===== src/rtl/panel_scan.sv =====
// rtl/panel_scan.sv - frame scanner: requests every pixel from a layer, blends it over the background, writes the framebuffer
// One request/response per pixel in raster order, then a single animation tick per frame.
module panel_scan #(
  parameter int          WIDTH    = 64,
  parameter int          HEIGHT   = 32,
  parameter int          ADDR_W   = 11,
  parameter int          TIMEOUT  = 15,
  parameter logic [23:0] BG_COLOR = 24'h000000
) (
  input  logic              i_clk,
  input  logic              i_reset,
  input  logic              i_start,
  input  logic              i_layer_ready,
  output logic              o_layer_valid,
  output logic              o_layer_tick,
  output logic [9:0]        o_layer_x,
  output logic [9:0]        o_layer_y,
  input  logic              i_pix_valid,
  input  logic [7:0]        i_pix_r,
  input  logic [7:0]        i_pix_g,
  input  logic [7:0]        i_pix_b,
  input  logic [7:0]        i_pix_a,
  output logic              o_pix_ack,
  output logic              o_wr_en,
  output logic [ADDR_W-1:0] o_wr_addr,
  output logic [23:0]       o_wr_data,
  output logic              o_busy,
  output logic              o_done,
  output logic              o_timeout_err,
  output logic [15:0]       o_frame_count
);

  localparam int TO_W = (TIMEOUT < 2) ? 1 : $clog2(TIMEOUT);

  typedef enum logic [2:0] {S_IDLE, S_REQ, S_WAIT, S_WRITE, S_TICK} state_t;

  state_t            r_state;
  state_t            w_next;
  logic [9:0]        r_x;
  logic [9:0]        r_y;
  logic [ADDR_W-1:0] r_addr;
  logic [TO_W-1:0]   r_to_cnt;
  logic [23:0]       r_wr_data;
  logic              r_done;
  logic              r_timeout_err;
  logic [15:0]       r_frame_count;
  logic              w_last_x;
  logic              w_last_y;
  logic              w_timeout;

  // (c*a + b*(255-a) + 255) >> 8 never exceeds 65280, so 16 bits suffice.
  function automatic logic [7:0] blend_ch(input logic [7:0] c, input logic [7:0] b,
                                          input logic [7:0] a);
    logic [15:0] sum;
    sum = 16'(c) * 16'(a) + 16'(b) * 16'(8'd255 - a) + 16'd255;
    return sum[15:8];
  endfunction

  function automatic logic [23:0] blend_rgb(input logic [31:0] rgba);
    return {blend_ch(rgba[31:24], BG_COLOR[23:16], rgba[7:0]),
            blend_ch(rgba[23:16], BG_COLOR[15:8],  rgba[7:0]),
            blend_ch(rgba[15:8],  BG_COLOR[7:0],   rgba[7:0])};
  endfunction

  assign w_last_x  = (r_x == 10'(WIDTH - 1));
  assign w_last_y  = (r_y == 10'(HEIGHT - 1));
  assign w_timeout = (r_to_cnt == TO_W'(TIMEOUT - 1));

  always_comb begin
    w_next        = r_state;
    o_layer_valid = 1'b0;
    o_layer_tick  = 1'b0;
    o_pix_ack     = 1'b0;
    o_wr_en       = 1'b0;
    case (r_state)
      S_IDLE: if (i_start) w_next = S_REQ;
      S_REQ: begin
        o_layer_valid = i_layer_ready;
        if (i_layer_ready) w_next = S_WAIT;
      end
      S_WAIT: if (i_pix_valid || w_timeout) w_next = S_WRITE;
      S_WRITE: begin
        o_pix_ack = 1'b1;
        o_wr_en   = 1'b1;
        w_next    = (w_last_x && w_last_y) ? S_TICK : S_REQ;
      end
      S_TICK: begin
        o_layer_valid = i_layer_ready;
        o_layer_tick  = i_layer_ready;
        if (i_layer_ready) w_next = S_IDLE;
      end
      default: w_next = S_IDLE;
    endcase
  end

  always_ff @(posedge i_clk) begin
    if (i_reset) begin
      r_state       <= S_IDLE;
      r_x           <= '0;
      r_y           <= '0;
      r_addr        <= '0;
      r_to_cnt      <= '0;
      r_wr_data     <= '0;
      r_done        <= 1'b0;
      r_timeout_err <= 1'b0;
      r_frame_count <= '0;
    end else begin
      r_state <= w_next;
      r_done  <= 1'b0;
      case (r_state)
        S_IDLE: begin
          if (i_start) begin
            r_x    <= '0;
            r_y    <= '0;
            r_addr <= '0;
          end
        end
        S_REQ: if (i_layer_ready) r_to_cnt <= '0;
        S_WAIT: begin
          // A response in the final timeout cycle still wins over the abandon path.
          if (i_pix_valid) begin
            r_wr_data <= blend_rgb({i_pix_r, i_pix_g, i_pix_b, i_pix_a});
          end else if (w_timeout) begin
            r_wr_data     <= blend_rgb({BG_COLOR, 8'h00});
            r_timeout_err <= 1'b1;
          end else begin
            r_to_cnt <= r_to_cnt + TO_W'(1);
          end
        end
        S_WRITE: begin
          r_addr <= r_addr + ADDR_W'(1);
          if (w_last_x) begin
            r_x <= '0;
            r_y <= w_last_y ? 10'd0 : r_y + 10'd1;
          end else begin
            r_x <= r_x + 10'd1;
          end
        end
        S_TICK: begin
          if (i_layer_ready) begin
            r_frame_count <= r_frame_count + 16'd1;
            r_done        <= 1'b1;
          end
        end
        default: ;
      endcase
    end
  end

  assign o_layer_x     = r_x;
  assign o_layer_y     = r_y;
  assign o_wr_addr     = r_addr;
  assign o_wr_data     = r_wr_data;
  assign o_busy        = (r_state != S_IDLE);
  assign o_done        = r_done;
  assign o_timeout_err = r_timeout_err;
  assign o_frame_count = r_frame_count;

endmodule


===== config.mk =====
export PLATFORM = sky130hd
export DESIGN_NAME = panel_scan
export DESIGN_NICKNAME = d
export VERILOG_FILES = /design/src/rtl/panel_scan.sv
export SDC_FILE = /design/constraint.sdc
export NUM_CORES = 1
export LEC_CHECK = 0
export CAP_MARGIN = 20
export CORE_UTILIZATION = 45
export CTS_BUF_LIST = sky130_fd_sc_hd__clkbuf_4
export DETAILED_ROUTE_END_ITERATION = 7
export GPL_TIMING_DRIVEN = 0
export PLACE_DENSITY = 0.67
export SYNTH_ARGS = -nofsm -noshare
export SYNTH_HDL_FRONTEND = slang
export SYNTH_SLANG_ARGS = --single-unit

===== constraint.sdc =====
create_clock -name i_clk -period 6.7 [get_ports i_clk]
set_input_delay 1.34 -clock i_clk [delete_from_list [all_inputs] [get_ports i_clk]]
set_output_delay 1.34 -clock i_clk [all_outputs]
set_load 0.1 [all_outputs]

==> results.py <==
metrics = {
    "run_status": {
        "outcome": "complete, no violations",
    },
    "critical_path": {
        "crit_buf_inv": 5,
        "critical_path_arrival_ns": 6.69,
        "start_kind": "input pin",
        "crit_chain": "clkdlybuf4s50_1, clkbuf_1, nand2_1, fa_1, inv_1, ha_1, fa_1, inv_1, fa_1, inv_1, ha_1, a21oi_1, o21ai_0, o2111a_1, nor3_1, a2111o_1, o211ai_1",
        "required_ns": 7.08,
        "criticalPathCategory": "in -> reg",
        "critical_path.top_delay_family": "adder cells",
        "cp_max_fo": 10,
        "cpPeakStageDelay_ns": 0.69,
        "slowest_stage": "nor3_1",
        "cp-end-kind": "register",
    },
    "logic_synthesis": {
        "async_flop_share_pct": 0,
        "ys_warn_count": 0,
        "synth_edf_count": 0,
        "syn_area_um2": 9670,
        "synth.avg_cell_area_um2": 8.57,
        "synth_flop_cell": "dfxtp_1",
        "synth_cell_types": 62,
        "syn_inst": 1129,
        "ys_ff_latch": 80,
        "synth_nets": 1391,
        "yosysSeqAreaShare_pct": 16.6,
    },
    "sta": {
        "hold_slack_ns": 0.467,
        "setup_viol": 0,
        "fin_crit_sh_pct": 94.2,
        "timing.fmax_mhz": 158,
        "fin_worst_skew_ns": 0.0287,
        "worstMarginPinSlew_ns": 1.03,
        "rsz0062_at_grt": "false",
        "slew_headroom_pct": 30.9,
        "slew_violations": 0,
        "period_needed_ns": 6.31,
        "finalHoldViolCount": 0,
        "fin_ws_ns": 0.389,
    },
    "cts": {
        "cts-buffers-inserted": 9,
        "htree_levels": 3,
        "clk_path_buf_depth": 2,
        "cts_root_buffer": "clkbuf_4",
        "cts_sinks": 80,
        "holdBufCountCts": 0,
        "clk_pin_slew_ns": 0.16,
        "clock_latency_ns": 0.48,
        "post-cts-setup-buffers": 0,
        "cts_tree": "yes",
        "post_cts_resized": 0,
    },
    "pwr": {
        "combPwrFrac_pct": 68.8,
        "clkPwrFrac_pct": 12.3,
        "switching_share_pct": 48.5,
        "total_power_mw": 2.63,
        "peakVddDrop_uv": 160,
        "p_leak_nw": 5.23,
        "seqPwrFrac_pct": 18.9,
        "p_int_mw": 1.36,
        "cellPowerDensity_nw_per_um2": 233,
        "p_sw_mw": 1.27,
    },
    "die": {
        "num_rows": 53,
        "io_pins": 115,
        "start_util_pct": 46.0,
        "fp.coreArea_um2": 21000,
        "die_area_um2": 22100,
        "die_w_um": 149,
        "dieHeight_um": 149,
    },
    "grt": {
        "antenna_found_initial": 1,
        "track_usage_pct": 21.9,
        "grt_pass1_wl_mm": 38.5,
        "grt_max_degree": 17,
        "first_global_vias": 7996,
        "grt.overflow.total": 0,
    },
    "detailed_routing": {
        "wire_per_inst_um": 14.8,
        "wl_mm": 22.8,
        "avgViaCountPerCell": 5.19,
        "drt_pass1_iterations": 6,
        "drc_errors": 0,
        "ant_nets": 0,
        "vias": 7967,
        "drtIter0Drc": 340,
    },
    "final_layout": {
        "stdcell_count": 1534,
        "fin_nets": 1515,
        "syn2layout_area_growth_pct": 16.8,
        "fin_area_um2": 11300,
        "layout-drive-gt1-share_pct": 3.18,
        "fillers": 2022,
    },
    "placement": {
        "portBuffers": 113,
        "post-place-cells": 1517,
        "gp_congestion": 0.821,
        "hpwlAfterDp_mm": 18.0,
        "placed_area_um2": 11100,
        "dp_slack_ns": -0.0474,
    },
    "hold_path": {
        "hold_class": "reg -> reg",
    },
    "job": {
        "cap_violations": 0,
    },
}
[Yosys cell counts (all sizes together) (5+ instances only)]
master  count  share of area [%]
fa        123                 25
a211oi      5               0.39
nor3b       5               0.44
o211ai     12               0.93
buf         6               0.34
mux2i       6               0.62
a21o       10               0.78
nand2b      8               0.52
o21a        7               0.54
and2      101                6.5
a21oi      34                1.8
xor2       20                1.8
a22oi       5               0.39
nor3       14               0.89
nand4       9               0.58
nand2     147                5.7
xnor2      20                1.8
clkbuf     29                1.1
nor2       71                2.8
dfxtp      80                 17
nand3      23                1.2
and3        7               0.45
o21ai      37                1.9
o31ai       5               0.39
a211o       5               0.45
ha        102                 13
inv       177                6.9
[final timing paths]
path | startpoint | to | slack, ns | cells after the start
min reg2reg | o_wr_data[8]$_SDFFE_PP0P_ | o_wr_data[8]$_SDFFE_PP0P_ | 0.47 | 2
max reg2reg | r_to_cnt[0]$_SDFFE_PP0P_ | o_wr_data[11]$_SDFFE_PP0P_ | 4.24 | 8
min | o_wr_data[8]$_SDFFE_PP0P_ | o_wr_data[8]$_SDFFE_PP0P_ | 0.47 | 2
max | i_pix_a[2] | o_wr_data[22]$_SDFFE_PP0P_ | 0.39 | 17
[state kept, by name, summed over array words and instances (netlist names)]
name / cells
o_layer_x: 10
o_timeout_err: 1
r_state: 3
o_wr_addr: 11
o_done: 1
r_to_cnt: 4
o_wr_data: 24
o_frame_count: 16
o_layer_y: 10
[routing by layer]
layer	routed length [um]	part of all wire (%)	GRT usage, %
met1	10100	44	27.8
met2	11000	48	38.3
met3	1330	5.8	3.74
met4	269	1.2	5.72
met5	0	0	0
[placed cells by master (no fill, tap or decap), drive strengths merged, types with 3 or more instances in the layout]
cell type        n
a211o            5
a211oi           5
a21o            10
a21oi           34
a22oi            5
a311oi           4
a31oi            4
a32o             3
a41oi            4
and2           101
and3             7
buf              6
clkbuf          38
clkdlybuf4s50  113
dfxtp           80
fa             123
ha             102
inv            181
mux2             4
mux2i            6
nand2          147
nand2b           8
nand3           23
nand4            9
nor2            71
nor2b            3
nor3            14
nor3b            5
nor4             3
o211ai          12
o21a             7
o21ai           37
o31ai            5
or3              4
or4              4
xnor2           20
xor2            20
[worst min-delay path, cell delays in order (launching register included)]
cell	delay, ns
dfxtp_1	0.34
nand2_1	0.04
o21ai_0	0.06
[cell families after synthesis]
logic type / count (synthesis) / share of synthesized area (%)
DFF: 80 / 16.6
buffers and inverters: 212 / 8.33
and+or+nand+nor: 412 / 21.3
adders and majority gates: 225 / 38.6
muxes: 10 / 1.09
xor gates and xnor gates: 40 / 3.62
AOI/OAI and AO/OA: 150 / 10.4
[through the flow]
step / setup TNS (ns) / utilization, %
6_report: 0 / 53.8
5_1_grt: 0 / 53.8
3_5_place_dp: -0.120 / 53.0
2_1_floorplan: 0 / -
3_3_place_gp: -0.0104 / 53.0
4_1_cts: 0 / 53.8
[area by class of cell]
class	instances	area (um^2)	area share, %
Clock inverter	7	83.8	0.742
Sequential cell	80	1600	14.2
Antenna cell	1	2.50	0.0221
Tap cell	275	344	3.04
Multi-Input combinational cell	837	7270	64.3
Buffer	35	141	1.25
Inverter	177	664	5.88
Timing Repair Buffer	113	1130	10.0
Clock buffer	9	67.6	0.598
[power groups by stage]
stage / logic (mW) / registers (mW) / clock network [mW]
6_report: 1.81 / 0.496 / 0.325
5_1_grt: 2.09 / 0.498 / 0.350
4_1_cts: 1.82 / 0.496 / 0.336
3_5_place_dp: 1.80 / 0.506 / 0
3_3_place_gp: 1.76 / 0.506 / 0
2_1_floorplan: 1.35 / 0.583 / 0
(Power assumes the default switching activity.)
